`src/rtl/fetch_seg_if.sv`:
```
// Handshake bundle between the hazard controller / EX stage / imem and the IF-side fetch segment.
interface fetch_seg_if #(
   parameter int CNT_W = 32
);
   logic             stall_pc;
   logic             stall_if_id;
   logic             flush_if_id;
   logic             redirect_ex;
   logic [31:0]      npc_ex;
   logic [31:0]      inst_if;
   logic             cnt_clr;
   logic [31:0]      pc_if;
   logic [31:0]      pc_id;
   logic [31:0]      pcadd4_id;
   logic [31:0]      inst_id;
   logic             valid_id;
   logic [CNT_W-1:0] stall_cnt;
   logic [CNT_W-1:0] flush_cnt;
   logic [CNT_W-1:0] fetch_cnt;

   modport master (
      output stall_pc, stall_if_id, flush_if_id, redirect_ex, npc_ex, inst_if, cnt_clr,
      input  pc_if, pc_id, pcadd4_id, inst_id, valid_id, stall_cnt, flush_cnt, fetch_cnt
   );

   modport slave (
      input  stall_pc, stall_if_id, flush_if_id, redirect_ex, npc_ex, inst_if, cnt_clr,
      output pc_if, pc_id, pcadd4_id, inst_id, valid_id, stall_cnt, flush_cnt, fetch_cnt
   );
endinterface

```
`src/rtl/fetch_seg.sv`:
```
// IF stage: PC register, IF/ID segment register with stall/flush/redirect priority,
// and wrapping hazard performance counters.
module fetch_seg #(
   parameter logic [31:0] PC_RESET = 32'h0040_0000,
   parameter logic [31:0] NOP_INST = 32'h0000_0013,
   parameter int          CNT_W    = 32
) (
   input  logic       clk,
   input  logic       rst,
   fetch_seg_if.slave bus
);

   logic [31:0]      pc_q, pc_d;
   logic [31:0]      pc_id_q, pc_id_d;
   logic [31:0]      pcadd4_id_q, pcadd4_id_d;
   logic [31:0]      inst_id_q, inst_id_d;
   logic             valid_id_q, valid_id_d;
   logic [CNT_W-1:0] stall_cnt_q, stall_cnt_d;
   logic [CNT_W-1:0] flush_cnt_q, flush_cnt_d;
   logic [CNT_W-1:0] fetch_cnt_q, fetch_cnt_d;

   // Next-state for PC, IF/ID fields and counters.
   always_comb begin
      pc_d        = pc_q;
      pc_id_d     = pc_id_q;
      pcadd4_id_d = pcadd4_id_q;
      inst_id_d   = inst_id_q;
      valid_id_d  = valid_id_q;
      stall_cnt_d = stall_cnt_q;
      flush_cnt_d = flush_cnt_q;
      fetch_cnt_d = fetch_cnt_q;

      // Redirect wins over stall: the stalling ID instruction is on the wrong path.
      if (bus.redirect_ex) begin
         pc_d = bus.npc_ex & 32'hFFFF_FFFC;
      end else if (bus.stall_pc) begin
         pc_d = pc_q;
      end else begin
         pc_d = pc_q + 32'd4;
      end

      if (bus.flush_if_id) begin
         pc_id_d     = 32'd0;
         pcadd4_id_d = 32'd0;
         inst_id_d   = NOP_INST;
         valid_id_d  = 1'b0;
      end else if (bus.stall_if_id) begin
         pc_id_d     = pc_id_q;
         pcadd4_id_d = pcadd4_id_q;
         inst_id_d   = inst_id_q;
         valid_id_d  = valid_id_q;
      end else begin
         pc_id_d     = pc_q;
         pcadd4_id_d = pc_q + 32'd4;
         inst_id_d   = bus.inst_if;
         valid_id_d  = 1'b1;
      end

      if (bus.cnt_clr) begin
         stall_cnt_d = '0;
         flush_cnt_d = '0;
         fetch_cnt_d = '0;
      end else begin
         if (bus.stall_pc && !bus.redirect_ex) begin
            stall_cnt_d = stall_cnt_q + CNT_W'(1);
         end else begin
            stall_cnt_d = stall_cnt_q;
         end
         if (bus.flush_if_id) begin
            flush_cnt_d = flush_cnt_q + CNT_W'(1);
         end else begin
            flush_cnt_d = flush_cnt_q;
         end
         if (!bus.flush_if_id && !bus.stall_if_id) begin
            fetch_cnt_d = fetch_cnt_q + CNT_W'(1);
         end else begin
            fetch_cnt_d = fetch_cnt_q;
         end
      end
   end

   // State registers with synchronous reset.
   always_ff @(posedge clk) begin
      if (rst) begin
         pc_q        <= PC_RESET;
         pc_id_q     <= 32'd0;
         pcadd4_id_q <= 32'd0;
         inst_id_q   <= NOP_INST;
         valid_id_q  <= 1'b0;
         stall_cnt_q <= '0;
         flush_cnt_q <= '0;
         fetch_cnt_q <= '0;
      end else begin
         pc_q        <= pc_d;
         pc_id_q     <= pc_id_d;
         pcadd4_id_q <= pcadd4_id_d;
         inst_id_q   <= inst_id_d;
         valid_id_q  <= valid_id_d;
         stall_cnt_q <= stall_cnt_d;
         flush_cnt_q <= flush_cnt_d;
         fetch_cnt_q <= fetch_cnt_d;
      end
   end

   assign bus.pc_if     = pc_q;
   assign bus.pc_id     = pc_id_q;
   assign bus.pcadd4_id = pcadd4_id_q;
   assign bus.inst_id   = inst_id_q;
   assign bus.valid_id  = valid_id_q;
   assign bus.stall_cnt = stall_cnt_q;
   assign bus.flush_cnt = flush_cnt_q;
   assign bus.fetch_cnt = fetch_cnt_q;

endmodule

```
`src/flat_wrapper.sv`:
```
// flat-port wrapper written by rule: the top's interface ports become plain ports
module fetch_seg_flat 
#(
   parameter logic [31:0] PC_RESET = 32'h0040_0000,
   parameter logic [31:0] NOP_INST = 32'h0000_0013,
   parameter int          CNT_W    = 32
)
  (clk, rst, bus_stall_pc, bus_stall_if_id, bus_flush_if_id, bus_redirect_ex, bus_npc_ex, bus_inst_if, bus_cnt_clr, bus_pc_if, bus_pc_id, bus_pcadd4_id, bus_inst_id, bus_valid_id, bus_stall_cnt, bus_flush_cnt, bus_fetch_cnt);
  fetch_seg_if #(.CNT_W(CNT_W)) bus_i ();
  input  logic clk;
  input  logic rst;
  input wire logic [$bits(bus_i.stall_pc)-1:0] bus_stall_pc;
  input wire logic [$bits(bus_i.stall_if_id)-1:0] bus_stall_if_id;
  input wire logic [$bits(bus_i.flush_if_id)-1:0] bus_flush_if_id;
  input wire logic [$bits(bus_i.redirect_ex)-1:0] bus_redirect_ex;
  input wire logic [$bits(bus_i.npc_ex)-1:0] bus_npc_ex;
  input wire logic [$bits(bus_i.inst_if)-1:0] bus_inst_if;
  input wire logic [$bits(bus_i.cnt_clr)-1:0] bus_cnt_clr;
  output wire logic [$bits(bus_i.pc_if)-1:0] bus_pc_if;
  output wire logic [$bits(bus_i.pc_id)-1:0] bus_pc_id;
  output wire logic [$bits(bus_i.pcadd4_id)-1:0] bus_pcadd4_id;
  output wire logic [$bits(bus_i.inst_id)-1:0] bus_inst_id;
  output wire logic [$bits(bus_i.valid_id)-1:0] bus_valid_id;
  output wire logic [$bits(bus_i.stall_cnt)-1:0] bus_stall_cnt;
  output wire logic [$bits(bus_i.flush_cnt)-1:0] bus_flush_cnt;
  output wire logic [$bits(bus_i.fetch_cnt)-1:0] bus_fetch_cnt;
  assign bus_i.stall_pc = bus_stall_pc;
  assign bus_i.stall_if_id = bus_stall_if_id;
  assign bus_i.flush_if_id = bus_flush_if_id;
  assign bus_i.redirect_ex = bus_redirect_ex;
  assign bus_i.npc_ex = bus_npc_ex;
  assign bus_i.inst_if = bus_inst_if;
  assign bus_i.cnt_clr = bus_cnt_clr;
  assign bus_pc_if = bus_i.pc_if;
  assign bus_pc_id = bus_i.pc_id;
  assign bus_pcadd4_id = bus_i.pcadd4_id;
  assign bus_inst_id = bus_i.inst_id;
  assign bus_valid_id = bus_i.valid_id;
  assign bus_stall_cnt = bus_i.stall_cnt;
  assign bus_flush_cnt = bus_i.flush_cnt;
  assign bus_fetch_cnt = bus_i.fetch_cnt;
  fetch_seg #(.PC_RESET(PC_RESET), .NOP_INST(NOP_INST), .CNT_W(CNT_W)) u_core (.clk(clk), .rst(rst), .bus(bus_i));
endmodule
```
`config.mk`:
```
export PLATFORM = sky130hd
export DESIGN_NAME = fetch_seg_flat
export DESIGN_NICKNAME = d
export VERILOG_FILES = /design/src/rtl/fetch_seg_if.sv /design/src/rtl/fetch_seg.sv /design/src/flat_wrapper.sv
export SDC_FILE = /design/constraint.sdc
export NUM_CORES = 1
export LEC_CHECK = 0
export BUFFER_PORTS_ARGS = -buffer_cell sky130_fd_sc_hd__clkbuf_2
export CAP_MARGIN = 5
export CELL_PAD_IN_SITES_DETAIL_PLACEMENT = 2
export CELL_PAD_IN_SITES_GLOBAL_PLACEMENT = 2
export CORE_MARGIN = 2
export CORE_UTILIZATION = 32
export DETAILED_ROUTE_END_ITERATION = 7
export GPL_TIMING_DRIVEN = 0
export PLACE_DENSITY_LB_ADDON = 0.1
export SETUP_SLACK_MARGIN = 0.5
export SYNTH_ARGS = -nofsm -noshare
export SYNTH_HDL_FRONTEND = slang
export SYNTH_SLANG_ARGS = --single-unit
```
`constraint.sdc`:
```
create_clock -name clk -period 4.9 [get_ports clk]
set_input_delay 0.98 -clock clk [delete_from_list [all_inputs] [get_ports clk]]
set_output_delay 0.98 -clock clk [all_outputs]
set_load 0.02 [all_outputs]
```
==> summary by stage <==
Pwr
The portion of total power attributed to combinational logic is under 10%. The portion of total power attributed to the clock network is between 50% and 60%. Net switching is approximately a quarter of the power. The ratio of total power to cell area is between 300 and 400 mW/mm^2. Across the VDD grid, the largest voltage drop is 264 uV. The internal portion of the total power is approximately 0.0034 W.

The analysis attributes to cell leakage a power of between 5 and 6 nW. In this run the power spent charging and discharging nets is roughly 0.0011 W. The design draws about 0.0044 W.

The share of total power dissipated in sequential elements is around two fifths.

Setup path
The type of the setup path with the least slack is register to register. The maximum net fanout on the critical path is 7. The critical path crosses 6 cells after its start point. Counting cells, the worst reg-to-reg path comes to 6. The startpoint type of the worst setup path is a register. The capturing element type of the critical path is a register.

The signal on the critical path passes through ha_1 -> nand3_1 -> nor4_1 -> nand3b_1 -> xnor2_1 -> o2bb2ai_1. The largest stage delay on the critical path is between 1000 and 1500 ps. The number of buffer and inverter instances along the worst setup path is 0. The worst endpoint required time is around 5300 ps. Among cell families on the critical path, the largest total delay comes from simple AND/OR/NAND/NOR gates. The master of the slowest instance on the critical path is nor4_1. Data arrives at the worst endpoint at about 3300 ps.

Detailed routing
The iteration count of the initial detailed-routing pass is 4. The via-per-instance ratio is between 5 and 6. The detailed-route DRC error count is 0. The routed design has 34,300 um of wire. The number of violations reported at the end of detailed-routing iteration 0 is 335. Across all layers, the routed design uses roughly 9,100 vias. The average wire length per cell after detail routing is 19.0 um.

The post-route antenna net violation count is 0.

Logic synthesis
Of the synthesized area, sequential elements account for around 45%. In the synthesized netlist the dominant register cell turns out to be dfxtp_1. The register bit total from synthesis is between 200 and 250.

The number of warnings printed during yosys synthesis is 0. After synthesis the cells add up to 0.00964 sq mm. Of all flip-flops after synthesis, the portion carrying an async set or reset was 0%. The cell count after synthesis is 1,075.

Yosys mapped a number of flops with a built-in enable equal to 0. The mean post-synth cell area is around 9.0 sq um. The distinct cell type count of the synthesized netlist is a little over 50.

STA
Setup violations remaining at the end of the flow were counted as 0. For the pin with the worst max-slew slack, the measured transition is between 1000 and 1500 ps. Setup repair after global routing left no endpoint under its margin. Based on the critical path, the design can be clocked at up to 348 MHz. Across the routed clock network, the largest skew measured is 17.5 ps. The clock period could shrink to 2870 ps. The worst pin sits at a relative slew slack of between 20% and 30%.

The final critical path takes up slightly below 60% of the cycle. The total negative setup slack is 0 ps. The hold violation total from the final report is 0. The total count of max-transition violations in the final report was 0.

GRT
The first global-routing pass estimated ~55,000 um of wire. Summed over all layers, the global routing overflow is 0. The number of global-route vias before repair was 9,826. Global routing used a little over a fifth of the available tracks across all layers.

The initial antenna violation count is 6. The pin count of the biggest net entering global routing is 13.

Placed design
The placed wire-length estimate after detailed placement is between 20,000 and 30,000 um. The congestion estimate from routability-driven global placement came to approximately 0.77. Port buffering added roughly 290 buffers.

Floorplan
The initial standard-cell utilization of the core is between 30% and 40%. The core region is 0.0296 sq mm. The die footprint is approximately 0.032 sq mm. Measured along the y axis, the die boundary spans 178 um. From left edge to right edge, the die measures 178 um. In this run the core area contains 63 standard-cell rows. The number of placed I/O pins is 296.

Cells and area
The library cell used most frequently in the layout, excluding fill and tap cells, is clkbuf_2. The library cells used most frequently in the layout, excluding fill and tap cells, are 289 x clkbuf_2, 219 x dfxtp_1, 212 x nor2_1. The proportion of layout cells with a drive suffix above 1 is between 20% and 30%. After the last flow step, the layout net total stands at ~1,500.

The area added between synthesis and finish is 30.4%.

Clock tree
The clock tree root buffer cell is clkbuf_16. After clock tree synthesis, the clock-pin slew on the worst setup and hold paths is about 60 ps. The number of buffers between clock root and the deepest sink is 3.

The clock tree from TritonCTS is yes. In this run, post-CTS repair resized a total of 0 instances. The number of setup buffers added after CTS is 0.

CTS built an H-tree with a depth of 1. The count of hold buffers inserted by post-cts repair is 0. In this run, CTS created clock tree buffers numbering 27. The insertion delay of the later-clocked pin in the worst-skew pair is approximately 540 ps. The clock sink total is about 220.

Run status
The flow ran to the end, and the final reports show no timing, DRC or antenna violations.

Job
The number of violations of the max-capacitance limit is 0.

Worst hold path
The hold-critical path depth is 1. The path class of the tightest hold or removal check is register to register.
-- worst paths after layout --
kind	start	to	slack [ps]
setup reg to reg	u_core.bus.pc_if[2]	u_core.bus.pc_if[18]	2030
hold reg to reg	u_core.bus.valid_id	u_core.bus.valid_id	450
setup / recovery	u_core.bus.pc_if[2]	u_core.bus.pc_if[18]	2030
hold / removal	u_core.bus.valid_id	u_core.bus.valid_id	450
-- cells by family (layout without fill, tap and decap cells) --
family	count (synthesis)	after routing	share of synthesized area, %
and+or+nand+nor	459	459	24.3
DFF	219	219	45.5
xor gates and xnor gates	137	137	12.4
AOI/OAI and AO/OA	95	95	5.50
buffers and inverters	85	420	3.95
muxes	75	75	7.79
adders and majority gates	4	4	0.519
other	1	8	0.0389
-- metrics by stage --
stage	area [sq um]	setup slack, ps	cells	utilization [%]	hold WS [ps]
detailed placement	11600	1720	1756	39.1	446
CTS	12600	2040	1805	42.4	460
global placement	11600	1780	1756	39.1	442
global route	12600	1770	1805	42.4	498
floorplan	9660	2550	1080	-	557
finish	12600	2030	1807	42.4	452
-- flip-flops by register name (all words and copies together) (netlist names) --
signal / cells
u_core.bus.fetch_cnt: 32
u_core.bus.flush_cnt: 32
u_core.bus.inst_id: 32
u_core.bus.pc_id: 30
u_core.bus.pc_if: 30
u_core.bus.pcadd4_id: 30
u_core.bus.stall_cnt: 32
u_core.bus.valid_id: 1
-- worst register-to-register path: stages (launching register included) --
cell       delay, ps
dfxtp_1          500
ha_1             350
nand3_1          300
nor4_1          1070
nand3b_1         200
xnor2_1          190
o2bb2ai_1        130
-- cell type report --
| class | count | area (sq um) |
|---|---|---|
| Antenna cell | 2 | 5.00 |
| Buffer | 74 | 339 |
| Clock buffer | 35 | 766 |
| Clock inverter | 14 | 226 |
| Fill cell | 3403 | 17100 |
| Inverter | 11 | 41.3 |
| Multi-Input combinational cell | 776 | 4890 |
| Sequential cell | 219 | 4380 |
| Tap cell | 390 | 488 |
| Timing Repair Buffer | 286 | 1430 |
-- Yosys cell counts (all sizes together), types with 2 or more instances --
cell | count | share of area [%]
a211oi | 13 | 1.0
a21oi | 41 | 2.1
a311oi | 2 | 0.18
and3 | 10 | 0.65
and4 | 8 | 0.73
buf | 28 | 1.7
clkbuf | 46 | 1.8
dfxtp | 219 | 45
ha | 4 | 0.52
inv | 11 | 0.43
mux2i | 75 | 7.8
nand2 | 55 | 2.1
nand3 | 46 | 2.6
nand3b | 3 | 0.23
nand4 | 48 | 3.4
nand4b | 10 | 1.1
nor2 | 212 | 8.3
nor2b | 2 | 0.13
nor3 | 20 | 1.1
nor4 | 19 | 2.1
o211ai | 2 | 0.16
o21ai | 34 | 1.8
or2 | 3 | 0.19
or3 | 12 | 0.78
or4 | 5 | 0.47
xnor2 | 45 | 4.1
xor2 | 92 | 8.4
-- metal layers --
layer | vias to the layer above | part of all wire, % | GRT usage (%)
met5 | - | 0.16 | 0
met4 | 8 | 2.7 | 6.28
met3 | 59 | 7.2 | 6.28
met2 | 224 | 49 | 38.0
met1 | 4458 | 41 | 25.9
li1 | 4314 | - | -
-- power by group through the flow --
stage	Combinational, W	Sequential [W]	Clock [W]
2_1_floorplan	0.000172	0.00194	0
3_3_place_gp	0.000353	0.00190	0
3_5_place_dp	0.000360	0.00190	0
4_1_cts	0.000364	0.00186	0.00229
5_1_grt	0.000393	0.00186	0.00236
6_report	0.000358	0.00186	0.00223
Note: power is estimated with default switching activity, not from simulation.
